## config.mk

```make
export PLATFORM = sky130hd
export DESIGN_NAME = latch_m_wb_skid
export DESIGN_NICKNAME = d
export VERILOG_FILES = /design/src/rtl/latch_m_wb_skid_pkg.sv /design/src/rtl/latch_m_wb_skid_skid_reg.sv /design/src/rtl/latch_m_wb_skid.sv
export SDC_FILE = /design/constraint.sdc
export NUM_CORES = 1
export LEC_CHECK = 0
export ABC_AREA = 1
export CORE_AREA = 2 2 147 149
export CTS_CLUSTER_DIAMETER = 150
export CTS_CLUSTER_SIZE = 20
export DETAILED_ROUTE_END_ITERATION = 6
export DIE_AREA = 0 0 149 151
export GPL_ROUTABILITY_DRIVEN = 0
export SYNTH_ARGS = -nofsm -noshare
export SYNTH_HDL_FRONTEND = slang
export SYNTH_SLANG_ARGS = --single-unit
```

## constraint.sdc

```tcl
create_clock -name clk_i -period 4.93 [get_ports clk_i]
set_clock_uncertainty 0.2 [all_clocks]
set_input_delay 1.2325 -clock clk_i [delete_from_list [all_inputs] [get_ports clk_i]]
set_output_delay 1.2325 -clock clk_i [all_outputs]
set_load 0.03 [all_outputs]
```

## src/rtl/latch_m_wb_skid_pkg.sv

```systemverilog
// Shared definitions for the MEM->WB latch: default widths, payload layout and skid occupancy states.
package latch_m_wb_skid_pkg;

    localparam int DATA_W_DEF = 32;
    localparam int REG_AW_DEF = 5;

    // Occupancy of a skid register: nothing, main entry only, or main plus skid entry.
    typedef enum logic [1:0] {
        OCC_EMPTY = 2'd0,
        OCC_ONE   = 2'd1,
        OCC_TWO   = 2'd2
    } occ_e;

    // Payload layout at the default widths, MSB first: {reg_write, mem_to_reg, alu_result, data_load, dst}.
    typedef struct packed {
        logic                  regWrite;
        logic                  memToReg;
        logic [DATA_W_DEF-1:0] aluResult;
        logic [DATA_W_DEF-1:0] dataLoad;
        logic [REG_AW_DEF-1:0] dst;
    } memWbPayload_t;

    function automatic int payloadWidth(input int dataW, input int regAw);
        return 2 + 2 * dataW + regAw;
    endfunction

endpackage

```

## src/rtl/latch_m_wb_skid_skid_reg.sv

```systemverilog
// Generic valid/ready pipeline register with a one-entry skid buffer on an opaque W-bit payload.
// in_ready_o comes straight from a flop, so there is no combinational ready path upstream.
module skid_reg
    import latch_m_wb_skid_pkg::*;
#(
    parameter int W = 8
) (
    input  logic         clk_i,
    input  logic         rst_i,
    input  logic         flush_i,
    input  logic         in_valid_i,
    output logic         in_ready_o,
    input  logic [W-1:0] in_data_i,
    output logic         out_valid_o,
    input  logic         out_ready_i,
    output logic [W-1:0] out_data_o
);

    occ_e         state_q, state_d;
    logic [W-1:0] mData_q, mData_d;
    logic [W-1:0] sData_q, sData_d;
    logic         inReady_q, inReady_d;
    logic         accept, drain;

    assign out_valid_o = (state_q != OCC_EMPTY);
    assign out_data_o  = mData_q;
    assign in_ready_o  = inReady_q;
    assign accept      = in_valid_i & inReady_q;
    assign drain       = out_valid_o & out_ready_i;

    always_comb begin
        state_d = state_q;
        mData_d = mData_q;
        sData_d = sData_q;
        case (state_q)
            OCC_EMPTY: begin
                if (accept) begin
                    state_d = OCC_ONE;
                    mData_d = in_data_i;
                end
            end
            OCC_ONE: begin
                if (accept && drain) begin
                    mData_d = in_data_i;
                end else if (accept) begin
                    state_d = OCC_TWO;
                    sData_d = in_data_i;
                end else if (drain) begin
                    state_d = OCC_EMPTY;
                end
            end
            OCC_TWO: begin
                // Ready is low here, so only a drain can move data: the skid entry slides into main.
                if (drain) begin
                    state_d = OCC_ONE;
                    mData_d = sData_q;
                end
            end
            default: state_d = OCC_EMPTY;
        endcase
        // Flush only clears the valid state; data flops are allowed to keep stale contents.
        if (flush_i) begin
            state_d = OCC_EMPTY;
        end
        inReady_d = (state_d != OCC_TWO);
    end

    always_ff @(posedge clk_i or posedge rst_i) begin
        if (rst_i) begin
            state_q   <= OCC_EMPTY;
            mData_q   <= '0;
            sData_q   <= '0;
            inReady_q <= 1'b1;
        end else begin
            state_q   <= state_d;
            mData_q   <= mData_d;
            sData_q   <= sData_d;
            inReady_q <= inReady_d;
        end
    end

endmodule

```

## src/rtl/latch_m_wb_skid.sv

```systemverilog
// MEM->WB pipeline latch: packs the MEM payload into a skid register and derives the write-back
// data, destination and write enable (with optional r0 suppression) purely from held state.
module latch_m_wb_skid
    import latch_m_wb_skid_pkg::*;
#(
    parameter int DATA_W    = DATA_W_DEF,
    parameter int REG_AW    = REG_AW_DEF,
    parameter bit ZERO_SUPP = 1'b1
) (
    input  logic              clk_i,
    input  logic              rst_i,
    input  logic              in_valid_i,
    output logic              in_ready_o,
    input  logic              reg_write_i,
    input  logic              mem_to_reg_i,
    input  logic [DATA_W-1:0] alu_result_i,
    input  logic [DATA_W-1:0] data_load_i,
    input  logic [REG_AW-1:0] dst_i,
    input  logic              flush_i,
    output logic              out_valid_o,
    input  logic              out_ready_i,
    output logic              wb_reg_write_o,
    output logic [REG_AW-1:0] wb_dst_o,
    output logic [DATA_W-1:0] wb_data_o,
    output logic              fwd_valid_o
);

    localparam int PW = payloadWidth(DATA_W, REG_AW);

    logic [PW-1:0]     inPayload;
    logic [PW-1:0]     heldPayload;
    logic              heldRegWrite;
    logic              heldMemToReg;
    logic [DATA_W-1:0] heldAlu;
    logic [DATA_W-1:0] heldLoad;
    logic [REG_AW-1:0] heldDst;
    logic              suppress;

    assign inPayload = {reg_write_i, mem_to_reg_i, alu_result_i, data_load_i, dst_i};

    skid_reg #(
        .W(PW)
    ) u_skid (
        .clk_i       (clk_i),
        .rst_i       (rst_i),
        .flush_i     (flush_i),
        .in_valid_i  (in_valid_i),
        .in_ready_o  (in_ready_o),
        .in_data_i   (inPayload),
        .out_valid_o (out_valid_o),
        .out_ready_i (out_ready_i),
        .out_data_o  (heldPayload)
    );

    assign {heldRegWrite, heldMemToReg, heldAlu, heldLoad, heldDst} = heldPayload;

    // r0 is hard-wired: the entry still flows but never writes the register file.
    assign suppress       = ZERO_SUPP && (heldDst == '0);
    assign wb_reg_write_o = out_valid_o & heldRegWrite & ~suppress;
    assign fwd_valid_o    = wb_reg_write_o;
    assign wb_dst_o       = heldDst;
    assign wb_data_o      = heldMemToReg ? heldLoad : heldAlu;

endmodule
```

# --- Word-level counts from Yosys, hierarchy flattened ---
# Index checks and enable logic that the tools add are counted.
totals:
  ff_bits: 145
  out_inout_bits: 41
classes:
  n_eq_ne: 6
  muxes: 12
  bitwise: 6
  reduce_logical: 7
op_table:
  columns: ["operator", "n"]
  rows:
  - ["2-to-1 mux 71 bit", 3]
  - ["one-hot mux 71 bit (3 select lines)", 1]
  - ["2-to-1 mux 32 bit", 1]
  - ["2-to-1 mux 2 bit", 6]
  - ["!= test 2 x 1 -> 1 bit, second input constant", 3]
  - ["one-hot mux 2 bit (3 select lines)", 1]
  - ["zero test 5 bit", 1]
  - ["bitwise AND 1 bit", 4]
  - ["AND reduction 4 bit", 1]
  - ["AND reduction 3 bit", 1]
  - ["nonzero test 3 bit", 1]
  - ["== test 2 x 1 -> 1 bit, second input constant", 1]
  - ["== test 2 bit, second input constant", 1]
  - ["zero test 2 bit", 1]
  - ["!= test 2 bit, second input constant", 1]
  - ["NOT 1 bit", 2]
  - ["nonzero test 2 bit", 1]
  - ["logical AND 1 bit", 1]

# --- Depth between registers and ports, before layout ---
# Gate-level depths: netlist of run 1.
logic_depth:
  word_depth: 8
  ltp_mapped: 8
  ltp_nobuf: 6

# --- By module ---
# A second synthesis of run 1 with hierarchy kept.
unflattened:
  hier_cells: 982
  area_unflattened_um2: 7500.9
modules_own_cells:
  columns: ["mod", "n_inst", "cells_per_inst", "area_each_um2", "seq_area_each_um2"]
  rows:
  - ["skid_reg", 1, 870, 6849.1, 3629.7]
  - ["latch_m_wb_skid", 1, 112, 651.9, 0.0]

# --- Least setup slack after synthesis of run 1 ---
# No wires, ideal clock.
synth_path:
  path_type: "register to output"
  start: "register u_skid.state_q[0]"
  end: "output port wb_reg_write_o"
  arrival_time_ps: 1199
  t_required_ps: 3498
  path_slack_ps: 2299
  path_stages_with_launch: 6
  path_buffers: 1
  cell_sequence: "dfrtp_1 nor2_1 inv_1 nand3_1 inv_1 buf_4"
synth_via:
  elab_chain_len: 3
synth_rtl:
  columns: ["element", "line_no", "source"]
  rows:
  - ["start: declaration", "latch_m_wb_skid_skid_reg.sv:19", "occ_e state_q, state_d;"]
  - ["start signal: assignment", "latch_m_wb_skid_skid_reg.sv:75", "state_q <= state_d;"]
  - ["nonzero test 2 bit", "latch_m_wb_skid_skid_reg.sv:25", "assign out_valid_o = (state_q != OCC_EMPTY);"]
  - ["via out_valid_o", "latch_m_wb_skid.sv:20", "output logic out_valid_o,"]
  - ["bitwise AND 1 bit (2 in a row)", "latch_m_wb_skid.sv:59", "assign wb_reg_write_o = out_valid_o & heldRegWrite & ~suppress;"]
  - ["end: declaration", "latch_m_wb_skid.sv:22", "output logic wb_reg_write_o,"]
# The timed path passes the listed nets, and every way through them passes these cells.

# --- Final worst setup path of run 1 ---
layout_path:
  start: "register u_skid.mData_q[69] (netlist: u_skid.out_data_o[69])"
  end: "output port wb_data_o[3]"
layout_via:
  elab_chain_len: 1
layout_rtl:
  columns: ["element", "line_no", "source"]
  rows:
  - ["start: declaration", "latch_m_wb_skid_skid_reg.sv:20", "logic [W-1:0] mData_q, mData_d;"]
  - ["start signal: assignment", "latch_m_wb_skid_skid_reg.sv:76", "mData_q <= mData_d;"]
  - ["2-to-1 mux 32 bit", "latch_m_wb_skid.sv:62", "assign wb_data_o = heldMemToReg ? heldLoad : heldAlu;"]
  - ["end: declaration", "latch_m_wb_skid.sv:24", "output logic [DATA_W-1:0] wb_data_o,"]
# No other way between the ends.

==> reports/results.tsv, run 1 <==
stage	metric	value	unit
grt	grt_busiest_layer	met2	
synth	synthCells	923	
clock_tree	cts_max_path_buffers	2	
clock_tree	cts_sinks	145	
synth	synth_edf_count	0	
synth	synth_fa_ha_area_share	0	%
routing	drc	0	
critical_path	start_kind	flop	
clock_tree	clk_pin_slew	60	ps
routing	vias	6372	
grt	groute.usage.overall	19.3	%
die	start_util	34.7	%
grt	use_met3	3.19	%
timing	max_slew_margin	37.9	%
synth	synth_top_family_by_area	simple AND/OR/NAND/NOR gates	
grt	antenna_found_initial	0	
routing	dr.pass1.iters	5	
clock_tree	clkLatencyLatePin	420	ps
clock_tree	cts_buffers	17	
clock_tree	postCtsHoldBufs	0	
finish	diodes	0	
synth	synth.most_common_cell	nand2_1	
critical_path	worstRegToRegCells	6	
grt	grt_pass1_wl	34100	um
min_path	hp-class	flop to flop	
critical_path	crit_start	u_skid.out_data_o[69]	
timing	setup_tns	0	ps
die	die_area	0.0225	mm^2
finish	area_growth	25.8	%
critical_path	rr_startpoint	u_skid.state_q[1]	
outcome	outcome	finished clean	
routing	drtIter0Drc	527	
synth	synth_seq_cells	145	
synth	yosys.area.top_type	dfrtp_1	
grt	grt_overflow_total	0	
synth	synth_seq_area_share	50.3	%
clock_tree	htreeDepth	4	
synth	synth_top_area_share	49.9	%
critical_path	critPathKind	flop to output pin	
clock_tree	cts_root_buffer	clkbuf_16	
synth	ys.flop_type	dfrtp_1	
critical_path	r2r_end	u_skid.sData_q[28]	
grt	grt.met1_usage	27.8	%
critical_path	crit_arrival	2400	ps
grt	grt_pass1_vias	6232	
power_and_ir_drop	ir_drop	206	uV
die	pin_count	117	
synth	syn_nets	999	
timing	rsz0062_at_grt	no	
timing	post-route-period-util	77.8	%
clock_tree	cts_resized	0	
timing	period_needed	3830	ps
synth	yosys.area_share.simple	38.5	%
die	fp.dieH	151	um
routing	avgViaCountPerCell	4.97	
routing	wl_per_cell	16.2	um
timing	hold_viol	0	
die	die_w	149	um
synth	synth_xor_xnor_area_share	0	%
clock_tree	cts_tree	built	
die	rows	53	
critical_path	required	3500	ps
critical_path	cp_max_fo	33	
timing	drv_slew	0	
synth	syn-cell-area	0.00722	mm^2
placement	io_buffer_count	116	
synth	ys_warn_count	0	
critical_path	endpoint	wb_data_o[3]	
power_and_ir_drop	powerDensity	454	mW/mm^2
timing	timing.fmax	261	MHz
routing	ant_nets	0	
clock_tree	cts_setup_buffers	0	
synth	async_reset_ff_share	100	%
finish	drive_gt1_share	8.54	%
synth	synth_area_leaders	dfrtp_1, nand2_1, nand3_1, mux2_2, buf_2	
finish	nets	1070	
timing	worstMarginPinSlew	932	ps
run	cap_violations	0	
synth	synth-compound-area-share	0.243	%
critical_path	r2r_setup_slack	2170	ps
critical_path	worstSetupEndpointType	output pin	
die	coreArea	0.0208	mm^2
power_and_ir_drop	p_leak	4.64	nW
synth	synth_cell_types	20	
synth	avgSynthCellArea	7.82	um^2
grt	grt_max_degree	80	
timing	finalSetupViolCount	0	
placement	dp_hpwl	12000	um
timing	holdWs	269	ps
grt	grtUsageMet2	29.5	%
synth	muxShareOfSynthArea	4.99	%
finish	fin_util	43.6	%
routing	drt_wl_total	20800	um
synth	synth_common_cells	nand2_1, nand3_1, dfrtp_1	
==> state kept, by name, indices dropped and copies added (netlist names) <==
name	flops
u_skid.state_q	2
u_skid.in_ready_o	1
u_skid.out_data_o	71
u_skid.sData_q	71
==> area by class of cell <==
cell class,instances,area (um^2)
clock buffers,23,478
inverters,8,33.8
flip-flops and latches,145,3630
repair buffers,127,1260
multi-input cells,695,3180
fillers,2110,11700
well taps,275,344
clock inverters,9,154
==> power breakdown <==
group	leakage (nW)	internal (mW)	switching, mW
Clock	0.303	0.887	0.503
Combinational	2.53	0.445	0.619
Sequential	1.80	1.48	0.188
Total	4.64	2.82	1.31
==> critical path, stage by stage (launching register included) <==
cell	delay, ps
dfrtp_2	940
mux2_2	440
clkdlybuf4s50_1	590
==> cells in the final DEF (no fill, tap or decap), types with 4 or more instances in the layout <==
| master | n |
|---|---|
| dfrtp_1 | 142 |
| buf_4 | 10 |
| clkdlybuf4s50_1 | 116 |
| inv_1 | 5 |
| nand3_1 | 214 |
| nand2_1 | 432 |
| bufinv_16 | 4 |
| nand2_4 | 4 |
| mux2_2 | 32 |
| clkbuf_16 | 17 |
| nor2_1 | 5 |
==> worst min path at each step <==
stage,startpoint,endpoint,depth (start not counted)
after floorplan,u_skid.sData_q[70],u_skid.sData_q[70],2
after global placement,u_skid.sData_q[21],u_skid.sData_q[21],2
after detailed placement,u_skid.sData_q[50],u_skid.sData_q[50],2
after CTS,u_skid.sData_q[52],u_skid.sData_q[52],2
after global routing,u_skid.sData_q[34],u_skid.sData_q[34],2
final,u_skid.out_data_o[32],u_skid.out_data_o[32],2
==> through the flow <==
stage / worst slack [ps] / cell area [um^2] / cells / power, mW
6_report: 1100 / 9080 / 1282 / 4.13
2_1_floorplan: 1680 / 7220 / 923 / 2.36
4_1_cts: 1060 / 9080 / 1282 / 4.16
3_3_place_gp: 1450 / 8450 / 1250 / 2.74
5_1_grt: 988 / 9080 / 1282 / 4.35
3_5_place_dp: 1440 / 8450 / 1250 / 2.76
==> cells by family (layout without fill, tap and decap cells) <==
logic type,count (synthesis),after routing
AND/OR/NAND/NOR,660,660
flip-flops,145,145
buffers and inverters,83,167
multiplexers,32,32
AO/OA/AOI/OAI,3,3
==> routing by layer <==
layer | vias up | wire length (um) | share of wire, %
li1 | 3109 | - | -
met1 | 3064 | 9970 | 48
met2 | 176 | 9520 | 46
met3 | 23 | 913 | 4.4
met4 | 0 | 427 | 2.1
met5 | - | 0 | 0
(Power assumes the default switching activity.)
==> run 2: changes to the inputs <==
==> constraint.sdc (replaced) <==
create_clock -name clk_i -period 4 [get_ports clk_i]
set_clock_uncertainty 0.2 [all_clocks]
set_input_delay 1 -clock clk_i [delete_from_list [all_inputs] [get_ports clk_i]]
set_output_delay 1 -clock clk_i [all_outputs]
set_load 0.03 [all_outputs]
==> reports/results.tsv, run 2 (same netlist as run 1, synthesis figures left out) <==
stage	metric	value	unit
outcome	outcome	finished clean	
routing	ant_nets	0	
clock_tree	cts_root_buffer	clkbuf_16	
placement	placed_cells	1251	
die	fp.dieH	151	um
power_and_ir_drop	powerDensity	541	mW/mm^2
critical_path	worstSetupEndpointType	output pin	
grt	grt_pass1_wl	34200	um
timing	period_needed	3670	ps
timing	post-route-period-util	91.7	%
die	start_util	34.7	%
power_and_ir_drop	p_leak	4.62	nW
finish	nets	1071	
clock_tree	htreeDepth	4	
grt	grt_pass1_vias	6214	
run	cap_violations	0	
grt	grt_max_degree	75	
finish	layout.cells.non_filler	1283	
routing	drc	0	
placement	dp_hpwl	11800	um
routing	drt_wl_total	20800	um
finish	fillCellCount	2139	
critical_path	r2r_setup_slack	1130	ps
finish	drive_gt1_share	8.33	%
power_and_ir_drop	ir_drop	216	uV
die	die_w	149	um
timing	finalSetupViolCount	0	
timing	drv_slew	0	
timing	timing.fmax	273	MHz
timing	setup_tns	0	ps
critical_path	critPathKind	flop to output pin	
clock_tree	clk_pin_slew	60	ps
timing	worstMarginPinSlew	946	ps
finish	layout_commonest_cell	nand2_1	
clock_tree	cts_tree	built	
critical_path	crit_arrival	2470	ps
clock_tree	cts_buffers	17	
clock_tree	clkLatencyLatePin	420	ps
timing	rsz0062_at_grt	no	
clock_tree	cts_sinks	145	
routing	drtIter0Drc	514	
grt	groute.usage.overall	19.4	%
routing	wl_per_cell	16.2	um
timing	max_slew_margin	37.0	%
finish	most-common-layout-cells	nand2_1, nand3_1, dfrtp_1	
finish	area_growth	25.2	%
critical_path	start_kind	flop	
routing	dr.pass1.iters	5	
finish	diodes	0	
critical_path	slowest_stage	dfrtp_2	
routing	avgViaCountPerCell	4.89	
die	pin_count	117	
grt	antenna_found_initial	0	
min_path	hp-class	flop to flop	
critical_path	crit_family	buffers and inverters	
timing	hold_viol	0	
clock_tree	cts_resized	0	
critical_path	cp_cell_sequence	buf_4 -> mux2_2 -> clkdlybuf4s50_1	
placement	io_buffer_count	116	
critical_path	path_buf_inv	2	
critical_path	cp_max_fo	24	
die	die_area	0.0225	mm^2
grt	grt_overflow_total	0	
clock_tree	cts_setup_buffers	0	
critical_path	required	2800	ps
die	coreArea	0.0208	mm^2
clock_tree	cts_max_path_buffers	2	
power_and_ir_drop	power.total	4.89	mW
die	rows	53	
clock_tree	postCtsHoldBufs	0	
critical_path	slowest_delay	770	ps
routing	vias	6270	
[run 2: cell count changes in the layout (fill, tap and decap cells not counted)]
cell	previous run	this run
clkbuf_1	3	6
buf_12	1	3
clkbuf_8	3	4
bufinv_16	4	1
clkinv_4	1	0
clkinv_2	2	3
buf_4	10	9
clkinvlp_4	3	2
[run 2: power by group]
part           leakage (nW)  internal [mW]  total (mW)  switching [mW]
Clock                 0.271          0.920        1.51           0.593
Sequential             1.80           1.83        2.05           0.220
Combinational          2.55          0.554        1.33           0.777
Total                  4.62           3.30        4.89            1.59
[run 2: cell type report]
| cell class | count | area, um^2 | share of cell area [%] |
|---|---|---|---|
| Clock inverter | 5 | 52.6 | 0.581 |
| Tap cell | 275 | 344 | 3.81 |
| Multi-Input combinational cell | 695 | 3180 | 35.2 |
| Clock buffer | 27 | 503 | 5.57 |
| Sequential cell | 145 | 3630 | 40.2 |
| Inverter | 8 | 33.8 | 0.374 |
| Timing Repair Buffer | 128 | 1290 | 14.3 |
[run 2: layer usage]
metal / share of wire, % / global-route usage [%] / up-vias
met5: 0 / 0 / -
met4: 1.0 / 4.90 / 0
met3: 4.5 / 3.49 / 13
met2: 45 / 30.4 / 149
met1: 49 / 27.8 / 2991
li1: - / - / 3117
[run 2: tightest hold or removal path, cell delays in order (launching register included)]
cell and delay (ps):
dfrtp_1 340, nand2_1 50, nand2_1 50
[run 2: path summary, 6_finish.rpt]
| path | startpoint | to | depth (start not counted) |
|---|---|---|---|
| min reg2reg | u_skid.sData_q[57] | u_skid.sData_q[57] | 2 |
| max reg2reg | u_skid.state_q[1] | u_skid.out_data_o[50] | 7 |
| max in group asynchronous | rst_i | u_skid.out_data_o[69] | 3 |
| min | u_skid.sData_q[57] | u_skid.sData_q[57] | 2 |
| max | u_skid.out_data_o[69] | wb_data_o[6] | 3 |
| min in group asynchronous | rst_i | u_skid.sData_q[22] | 2 |
[run 2: through the flow]
| stage | hold slack [ps] | utilization, % | setup slack (ps) | area, um^2 |
|---|---|---|---|---|
| after global placement | 253 | 40.7 | 748 | 8480 |
| after global routing | 283 | 43.4 | 240 | 9040 |
| after floorplan | 243 | - | 982 | 7220 |
| after CTS | 273 | 43.4 | 300 | 9040 |
| after detailed placement | 259 | 40.7 | 753 | 8480 |
| final | 269 | 43.4 | 332 | 9040 |
==> run 3: changes to the inputs <==
--- a/config.mk
+++ b/config.mk
@@ -6,12 +6,14 @@
 export NUM_CORES = 1
 export LEC_CHECK = 0
 export ABC_AREA = 1
-export CORE_AREA = 2 2 147 149
+export CAP_MARGIN = 20
+export CORE_AREA = 3 3 148 150
 export CTS_CLUSTER_DIAMETER = 150
 export CTS_CLUSTER_SIZE = 20
 export DETAILED_ROUTE_END_ITERATION = 6
-export DIE_AREA = 0 0 149 151
+export DIE_AREA = 0 0 151 153
 export GPL_ROUTABILITY_DRIVEN = 0
+export SKIP_LAST_GASP = 1
 export SYNTH_ARGS = -nofsm -noshare
 export SYNTH_HDL_FRONTEND = slang
 export SYNTH_SLANG_ARGS = --single-unit
==> reports/results.tsv, run 3 (same netlist as run 1, synthesis figures left out) <==
stage	metric	value	unit
critical_path	start_kind	flop	
finish	fillCellCount	2104	
die	die_area	0.0231	mm^2
die	coreArea	0.0208	mm^2
routing	wl_per_cell	16.6	um
timing	rsz0062_at_grt	no	
finish	area_growth	24.8	%
run	cap_violations	0	
timing	post-route-period-util	89.4	%
placement	postPlaceCellArea	0.00851	mm^2
die	rows	53	
die	start_util	34.7	%
grt	groute.usage.overall	18.9	%
die	pin_count	117	
min_path	worstHoldStart	u_skid.sData_q[70]	
routing	vias	6405	
grt	grt_pass1_vias	6279	
critical_path	critPathKind	flop to output pin	
die	die_w	151	um
grt	use_met3	3.32	%
grt	grt_pass1_wl	34600	um
min_path	hp-class	flop to flop	
routing	drc	0	
clock_tree	clk_pin_slew	60	ps
critical_path	cp_max_fo	20	
timing	timing.fmax	280	MHz
clock_tree	cts_resized	0	
timing	period_needed	3570	ps
timing	setup_tns	0	ps
finish	nets	1075	
outcome	outcome	finished clean	
placement	io_buffer_count	116	
grt	grt.met1_usage	27.6	%
power_and_ir_drop	power.total	4.78	mW
clock_tree	cts_tree	built	
finish	final_cell_area	0.00901	mm^2
timing	max_slew_margin	37.1	%
routing	dr.pass1.iters	5	
critical_path	crit_start	u_skid.out_data_o[69]	
timing	worstMarginPinSlew	943	ps
timing	hold_viol	0	
finish	most-common-layout-cells	nand2_1, nand3_1, dfrtp_1	
clock_tree	cts_sinks	145	
clock_tree	cts_setup_buffers	0	
routing	drt_wl_total	21300	um
clock_tree	cts_buffers	17	
finish	drive_gt1_share	8.51	%
routing	avgViaCountPerCell	4.98	
placement	dp_hpwl	12600	um
finish	layout_commonest_cell	nand2_1	
grt	grt_busiest_layer	met2	
critical_path	worstSetupEndpointType	output pin	
finish	diodes	0	
power_and_ir_drop	powerDensity	531	mW/mm^2
routing	drtIter0Drc	569	
grt	grtUsageMet2	28.6	%
clock_tree	postCtsHoldBufs	0	
critical_path	rr_startpoint	u_skid.state_q[1]	
timing	drv_slew	0	
grt	antenna_found_initial	0	
power_and_ir_drop	p_leak	4.61	nW
critical_path	required	2800	ps
finish	fin_util	43.3	%
timing	finalSetupViolCount	0	
timing	holdWs	270	ps
grt	grt_overflow_total	0	
clock_tree	clkLatencyLatePin	420	ps
critical_path	crit_arrival	2370	ps
clock_tree	htreeDepth	4	
die	fp.dieH	153	um
routing	ant_nets	0	
clock_tree	cts_root_buffer	clkbuf_16	
clock_tree	cts_max_path_buffers	2	
grt	grt_max_degree	75	
power_and_ir_drop	ir_drop	297	uV
-- run 3: cell types whose count changed in the layout (fill, tap and decap cells not counted) --
cell,delta
buf_4,+4
clkbuf_8,-3
bufinv_16,-1
clkinv_2,+1
clkinv_4,+1
-- run 3: worst paths after layout --
path / endpoint / slack, ps / cells after the start
hold / removal: u_skid.sData_q[70] / 270 / 2
setup reg to reg: u_skid.out_data_o[7] / 1090 / 7
max in group asynchronous: u_skid.sData_q[66] / 2060 / 3
min in group asynchronous: u_skid.sData_q[23] / 830 / 2
setup / recovery: wb_data_o[1] / 430 / 3
hold reg to reg: u_skid.sData_q[70] / 270 / 2
-- run 3: layout make-up --
cell class | instances | area [um^2] | share of cell area, %
Clock inverter | 6 | 36.3 | 0.403
Tap cell | 275 | 344 | 3.82
Clock buffer | 24 | 462 | 5.12
Inverter | 8 | 33.8 | 0.375
Timing Repair Buffer | 132 | 1320 | 14.6
Multi-Input combinational cell | 695 | 3180 | 35.3
Sequential cell | 145 | 3630 | 40.3
-- run 3: metrics by stage --
stage                     cells  setup WS (ps)
after floorplan             923            982
after global placement     1255            803
after detailed placement   1255            786
after CTS                  1285            396
after global routing       1285            336
final                      1285            425
-- run 3: critical path, cell delays in order (launching register included) --
cell	delay, ps
dfrtp_2	700
buf_4	280
mux2_2	370
clkdlybuf4s50_1	600
-- run 3: power by group --
part / switching (mW) / total (mW) / leakage (nW) / internal [mW]
combinational: 0.788 / 1.35 / 2.57 / 0.558
sequential: 0.213 / 2.04 / 1.80 / 1.83
clock: 0.597 / 1.39 / 0.244 / 0.798
-- run 3: routing by layer --
layer	part of all wire (%)	wire length (um)
met2	47	10000
met5	0	0
met1	46	9720
met4	1.5	328
met3	5.8	1240
